File: src/rtl/masked_sbox_compress.sv
// masked_sbox_compress: registers 27 masked component terms per coordinate, compresses them to three refreshed output shares
`timescale 1ns/1ps
module masked_sbox_compress #(
  parameter int NCOORD = 4,
  parameter int NTERM  = 27
) (
  input  logic                    clk,
  input  logic                    rst_n,
  input  logic                    in_valid,
  output logic                    in_ready,
  input  logic [NCOORD*NTERM-1:0] cf,
  input  logic [2*NCOORD-1:0]     rnd,
  output logic                    out_valid,
  input  logic                    out_ready,
  output logic [NCOORD-1:0]       s1,
  output logic [NCOORD-1:0]       s2,
  output logic [NCOORD-1:0]       s3,
  output logic [3:0]              out_idx,
  output logic                    out_last
);
  localparam int G = NTERM / 3;
  logic [NCOORD*NTERM-1:0] a_cf;
  logic                    a_valid;
  logic                    b_free;
  logic                    in_fire;
  logic                    ab_fire;
  logic                    out_fire;
  logic [NCOORD-1:0]       x1;
  logic [NCOORD-1:0]       x2;
  logic [NCOORD-1:0]       x3;
  logic [NCOORD-1:0]       r_lo;
  logic [NCOORD-1:0]       r_hi;
  assign b_free   = !out_valid || out_ready;
  assign in_ready = !a_valid || b_free;
  assign in_fire  = in_valid && in_ready;
  assign ab_fire  = a_valid && b_free;
  assign out_fire = out_valid && out_ready;
  assign out_last = out_idx == 4'd15;
  assign r_lo     = rnd[NCOORD-1:0];
  assign r_hi     = rnd[2*NCOORD-1:NCOORD];
  for (genvar j = 0; j < NCOORD; j++) begin : g_coord
    assign x1[j] = ^a_cf[NTERM*j +: G];
    assign x2[j] = ^a_cf[NTERM*j+G +: G];
    assign x3[j] = ^a_cf[NTERM*j+2*G +: G];
  end
  // Stage A: raw term register acting as glitch barrier before any XOR
  always_ff @(posedge clk or negedge rst_n) begin
    if (!rst_n) begin
      a_valid <= 1'b0;
      a_cf    <= '0;
    end else begin
      a_valid <= in_fire || (a_valid && !ab_fire);
      if (in_fire) a_cf <= cf;
    end
  end
  // Stage B: compressed shares refreshed with rnd sampled only on the load edge
  always_ff @(posedge clk or negedge rst_n) begin
    if (!rst_n) begin
      out_valid <= 1'b0;
      s1        <= '0;
      s2        <= '0;
      s3        <= '0;
    end else begin
      out_valid <= ab_fire || (out_valid && !out_fire);
      if (ab_fire) begin
        s1 <= x1 ^ r_lo;
        s2 <= x2 ^ r_hi;
        s3 <= x3 ^ r_lo ^ r_hi;
      end
    end
  end
  // Nibble position within the 64-bit state, advanced per output handshake
  always_ff @(posedge clk or negedge rst_n) begin
    if (!rst_n) out_idx <= 4'd0;
    else if (out_fire) out_idx <= out_idx + 4'd1;
  end
endmodule

File: config.mk
export PLATFORM = sky130hd
export DESIGN_NAME = masked_sbox_compress
export DESIGN_NICKNAME = d
export VERILOG_FILES = /design/src/rtl/masked_sbox_compress.sv
export SDC_FILE = /design/constraint.sdc
export NUM_CORES = 1
export LEC_CHECK = 0
export ABC_AREA = 0
export CORE_MARGIN = 3
export CORE_UTILIZATION = 50
export DETAILED_ROUTE_END_ITERATION = 12
export GPL_TIMING_DRIVEN = 1
export PLACE_DENSITY = 0.8
export SLEW_MARGIN = 20
export SYNTH_ARGS = -nofsm -noshare
export SYNTH_HDL_FRONTEND = slang
export SYNTH_SLANG_ARGS = --single-unit
File: constraint.sdc
create_clock -name clk -period 1.8 [get_ports clk]
set_input_delay 0.36 -clock clk [delete_from_list [all_inputs] [get_ports clk]]
set_output_delay 0.36 -clock clk [all_outputs]
set_load 0.01 [all_outputs]
==> results of run 1 <==
## flip-flops by register name, indices dropped and copies added (netlist names)
signal / count
a_cf: 108
a_valid: 1
out_idx: 4
out_valid: 1
s1: 4
s2: 4
s3: 4
## final timing paths
| check | endpoint | cells past startpoint | slack [ns] | startpoint |
|---|---|---|---|---|
| max in group asynchronous | a_cf[42]$_DFFE_PN0P_ | 3 | 0.82 | rst_n |
| max reg2reg | a_cf[26]$_DFFE_PN0P_ | 4 | 0.32 | a_valid$_DFF_PN0_ |
| min in group clk | s1[1]$_DFFE_PN0P_ | 2 | 0.47 | s1[1]$_DFFE_PN0P_ |
| min reg2reg | s1[1]$_DFFE_PN0P_ | 2 | 0.47 | s1[1]$_DFFE_PN0P_ |
| min | a_cf[91]$_DFFE_PN0P_ | 2 | 0.42 | rst_n |
| max | out_idx[1] | 1 | 0.07 | out_idx[1]$_DFFE_PN0P_ |
## layout make-up
cell class / instances / area (sq um)
sequential: 126 / 3150
fill: 743 / 3070
multi-input combinational: 248 / 2570
timing repair buffer: 152 / 1550
clock buffer: 23 / 488
tap: 140 / 175
clock inverter: 7 / 110
## worst register-to-register path: stages, from the launching register on
cell and delay (ns):
dfrtp_1 0.43, nand3b_4 0.12, nand2_4 0.13, buf_12 0.26
mux2_2 0.42
## logic make-up after synthesis
group	share of synthesized area [%]
buffers and inverters	1.74
adder cells (fa/ha/maj)	0.215
multiplexers	22.4
AO/OA/AOI/OAI	1.03
AND/OR/NAND/NOR	2.10
flip-flops	54.1
XOR/XNOR	18.4
## power groups by stage
stage               clock (W)  sequential (W)  combinational, W
floorplan                   0         0.00381           0.00193
global placement            0         0.00377           0.00293
detailed placement          0         0.00381           0.00300
CTS                   0.00352         0.00377           0.00301
global route          0.00366         0.00383           0.00320
finish                0.00346         0.00376           0.00295
## per-layer routing
metal | GRT usage, % | share of wire, %
met2 | 31.4 | 52
met5 | 0 | 0
met1 | 22.8 | 42
met3 | 5.52 | 5.2
met4 | 6.89 | 1.3
## through the flow
stage | setup WS, ns | area, sq um | power [W] | TNS [ns] | hold slack (ns)
6_report | 0.0703 | 8050 | 0.0102 | 0 | 0.417
5_1_grt | 0.0209 | 8050 | 0.0107 | 0 | 0.440
4_1_cts | 0.0124 | 8050 | 0.0103 | 0 | 0.420
3_5_place_dp | -0.111 | 7440 | 0.00680 | -7.03 | 0.308
3_3_place_gp | -0.0936 | 7440 | 0.00669 | -3.46 | 0.307
2_1_floorplan | 0.348 | 5830 | 0.00574 | 0 | 0.0644
## what timing repair did
item | 4_1_cts | 5_1_grt
endpoints found under the hold margin | 24 | 0
hold buffers | 1 | 0
endpoints found under the setup margin | 3 | 3
gates resized for setup | 7 | 3
## cell usage after synthesis
cell type / instances / area [sq um]
and3_1: 1 / 6.26
buf_4: 8 / 60.1
buf_6: 3 / 33.8
clkbuf_1: 2 / 7.51
dfrtp_1: 126 / 3150
ha_1: 1 / 12.5
mux2_2: 89 / 1000
mux2_4: 20 / 300
nand2_1: 14 / 52.6
nand2_4: 1 / 11.3
nand2b_1: 3 / 18.8
nand3_1: 2 / 10.0
nand3b_4: 1 / 20.0
nor2_1: 1 / 3.75
o21ai_0: 8 / 40.0
o21ai_1: 4 / 20.0
xnor2_1: 73 / 639
xnor2_2: 1 / 16.3
xnor3_1: 12 / 270
xor2_1: 17 / 149
==> results.cfg, run 1 <==
[run_status]
status = complete, no violations

[clock_tree]
cts_buffer_depth = 2
numClockSinks = 126
cts_tree = done
clk_latency_ns = 0.41
postCtsSetupBuffers = 0
htree_levels = 4
clockRootBuffer = clkbuf_16
cts_buffers = 17
clk_pin_slew_ns = 0.05

[grt]
grt_usage_pct = 18.7
first_global_vias = 3765
antenna_found_initial = 0
grt_pass1_wl_um = 18600
overflow = 0
grt_max_degree = 46

[final_layout]
drive_above_1_share_pct = 28.2
fin_cells = 696
antenna_cells = 0
area_growth_pct = 38.2
final_common_cell = clkdlybuf4s50_1
finish.net_count = 666
finish.utilization_pct = 72.4
final_cell_mix = clkdlybuf4s50_1, dfrtp_1, mux2_2, xnor2_1, mux2_4

[sta]
period_share_pct = 96.1
slew_viol_final = 0
hold_violations = 0
clock_skew_ns = 0.00479
worst_pin_slew_ns = 0.383
min_period_ns = 1.73
rsz0062_at_grt = no
max_slew_margin_pct = 74.4
fmax_mhz = 578
finalSetupViolations = 0

[synth]
ys_seq_area_share_pct = 54.1
synth_cell_types = 20
syn_area_sq_um = 5830
synth_fp_nets = 508
yosys_warnings = 0
synth-seq-cells = 126
synthCells = 387
syn_area_per_cell_sq_um = 15.1

[routing]
first_pass_iters = 3
ant_nets = 0
viasPerCell = 4.92
drc = 0
wire_per_inst_um = 16.3
drt_wl_total_um = 11300
dr_total_vias = 3423
drtIter0Drc = 153

[critical_path]
max_stage_delay_ns = 0.58
path_class = reg2out
worstPathArrival_ns = 1.37
cp_max_fo = 4
slowest_stage = clkdlybuf4s50_1
crit_chain = clkdlybuf4s50_1
crit_buf_inv = 1
crit_path_start_kind = flop
critPathRequiredTime_ns = 1.44
cp-end-kind = output pin
critPathTopFamily = buffers and inverters

[min_path]
holdCritPathClass = in2async

[floorplanning]
core.rowCount = 38
initial_core_util_pct = 52.4
fp.dieW_um = 114
coreArea_sq_um = 11100
die_h_um = 114
pin_count = 139
die_area_sq_um = 13000

[placement]
gp_congestion = 0.753
dp_hpwl_um = 8180
io_buffers = 138
numPlacedInstances = 665

[job]
maxCapViolations = 0

[power_and_ir_drop]
switching_share_pct = 24.9
power_frac_comb_pct = 29.1
power_switching_w = 0.00254
power.leakage_nw = 3.47
power_frac_seq_pct = 36.9
power_density_nw_per_um2 = 1260
clock_power_share_pct = 34.0
p_int_w = 0.00763
ir_drop_uv = 917
Note: power is estimated with default switching activity, not from simulation.
==> inputs of run 2 (changes only) <==
--- a/config.mk
+++ b/config.mk
@@ -6,11 +6,12 @@
 export NUM_CORES = 1
 export LEC_CHECK = 0
 export ABC_AREA = 0
-export CORE_MARGIN = 3
+export CORE_MARGIN = 2
 export CORE_UTILIZATION = 50
 export DETAILED_ROUTE_END_ITERATION = 12
 export GPL_TIMING_DRIVEN = 1
 export PLACE_DENSITY = 0.8
+export REMOVE_ABC_BUFFERS = 1
 export SLEW_MARGIN = 20
 export SYNTH_ARGS = -nofsm -noshare
 export SYNTH_HDL_FRONTEND = slang
==> results.cfg, run 2 (synthesis gave the netlist of run 1 again) <==
[min_path]
holdCritPathClass = in2async

[floorplanning]
pin_count = 139
coreArea_sq_um = 11400
die_h_um = 112
die_area_sq_um = 12500
initial_core_util_pct = 51.0
core.rowCount = 39
fp.dieW_um = 112

[final_layout]
finish.utilization_pct = 70.7
regMostFlops = a_cf
final.fill_count = 779
antenna_cells = 0
multiInputGateArea_sq_um = 2570
finish.net_count = 666
final_cell_mix = clkdlybuf4s50_1, dfrtp_1, mux2_2, xnor2_1, mux2_4
stdcell_area_sq_um = 8070
fin_cells = 701
register_area_sq_um = 3150
largest_register_ffs = 108
final_common_cell = clkdlybuf4s50_1
drive_above_1_share_pct = 28.3
area_growth_pct = 38.5

[sta]
min_period_ns = 1.74
worst_pin_slew_ns = 0.290
fmax_mhz = 575
hold_violations = 0
setup_tns_ns = 0
period_share_pct = 96.7
slew_viol_final = 0
hold_slack_ns = 0.357
rsz0062_at_grt = no
clock_skew_ns = 0.00856
max_slew_margin_pct = 80.7
finalSetupViolations = 0

[critical_path]
cp_max_fo = 5
critPathTopFamily = buffers and inverters
crit_buf_inv = 1
crit_chain = clkdlybuf4s50_1
critPathRequiredTime_ns = 1.44
cp-end-kind = output pin
path_class = reg2out
worstPathArrival_ns = 1.38
max_stage_delay_ns = 0.55
slowest_stage = clkdlybuf4s50_1
crit_path_start_kind = flop

[placement]
dp_hpwl_um = 7930
dpl_cell_area_sq_um = 7460
numPlacedInstances = 668
io_buffers = 138
gp_congestion = 0.762

[routing]
ant_nets = 0
drc = 0
first_pass_iters = 4
drt_wl_total_um = 11300
wire_per_inst_um = 16.1
drtIter0Drc = 145
viasPerCell = 4.94
dr_total_vias = 3463

[grt]
grt_usage_pct = 19.3
met2_usage_pct = 33.2
top_usage_layer = met2
grt_pass1_wl_um = 18700
antenna_found_initial = 0
grt_use_met3_pct = 5.88
grt_max_degree = 53
gr-usage-met1_pct = 22.5
overflow = 0
first_global_vias = 3870

[power_and_ir_drop]
power_density_nw_per_um2 = 1260
power_frac_seq_pct = 37.1
power_frac_comb_pct = 29.0
clock_power_share_pct = 33.9
power_switching_w = 0.00250
switching_share_pct = 24.7
ir_drop_uv = 961
power.leakage_nw = 3.45
p_int_w = 0.00764

[clock_tree]
cts_buffer_depth = 2
htree_levels = 4
clockRootBuffer = clkbuf_16
numClockSinks = 126
clk_latency_ns = 0.40
clk_pin_slew_ns = 0.06
cts_buffers = 17
cts_tree = done

[job]
maxCapViolations = 0

[run_status]
status = complete, no violations
-- run 2: cell types whose count changed in the layout (fill, tap and decap cells not counted), sizes merged --
cell | before | now
bufinv | 3 | 2
dlymetal6s2s | 3 | 0
clkdlybuf4s50 | 132 | 135
clkbuf | 23 | 27
clkinv | 4 | 3
-- run 2: what timing repair did --
action                                  in CTS  in global routing
hold endpoints to repair                    10                  0
hold buffers                                 1                  0
resized for setup                            7                  0
setup buffers                                0                  0
endpoints found under the setup margin       3                  0
-- run 2: layer usage --
layer | wire (um) | up-vias
met5 | 0 | -
met2 | 5910 | 99
met3 | 620 | 18
met4 | 222 | 0
met1 | 4520 | 1720
li1 | - | 1626
-- run 2: final timing paths --
check,start,slack (ns),end,cells after the start
max in group asynchronous,rst_n,0.90,a_cf[65]$_DFFE_PN0P_,3
worst max-delay path,out_valid$_DFF_PN0_,0.06,out_valid,1
worst max register to register,out_valid$_DFF_PN0_,0.38,a_cf[48]$_DFFE_PN0P_,4
worst min-delay path,rst_n,0.36,a_cf[29]$_DFFE_PN0P_,2
worst min register to register,s1[1]$_DFFE_PN0P_,0.48,s1[1]$_DFFE_PN0P_,2
min in group clk,s1[1]$_DFFE_PN0P_,0.48,s1[1]$_DFFE_PN0P_,2
-- run 2: area by class of cell --
cell class              count  share of cell area (%)
clock buffers              27                    6.60
clock inverters             5                   0.930
repair buffers            152                    19.3
multi-input cells         248                    31.9
flip-flops and latches    126                    39.1
well taps                 143                    2.22
-- run 2: through the flow --
stage	power, W	worst slack, ns
after global routing	0.0107	0.0180
after CTS	0.0103	0.0356
final	0.0101	0.0595
after global placement	0.00665	-0.154
after floorplan	0.00572	-0.179
after detailed placement	0.00676	-0.170
-- run 2: power groups by stage --
stage / combinational [W] / sequential, W / clock [W]
after global placement: 0.00289 / 0.00377 / 0
after global routing: 0.00319 / 0.00383 / 0.00366
final: 0.00294 / 0.00376 / 0.00343
after CTS: 0.00300 / 0.00376 / 0.00351
after floorplan: 0.00190 / 0.00381 / 0
after detailed placement: 0.00295 / 0.00380 / 0
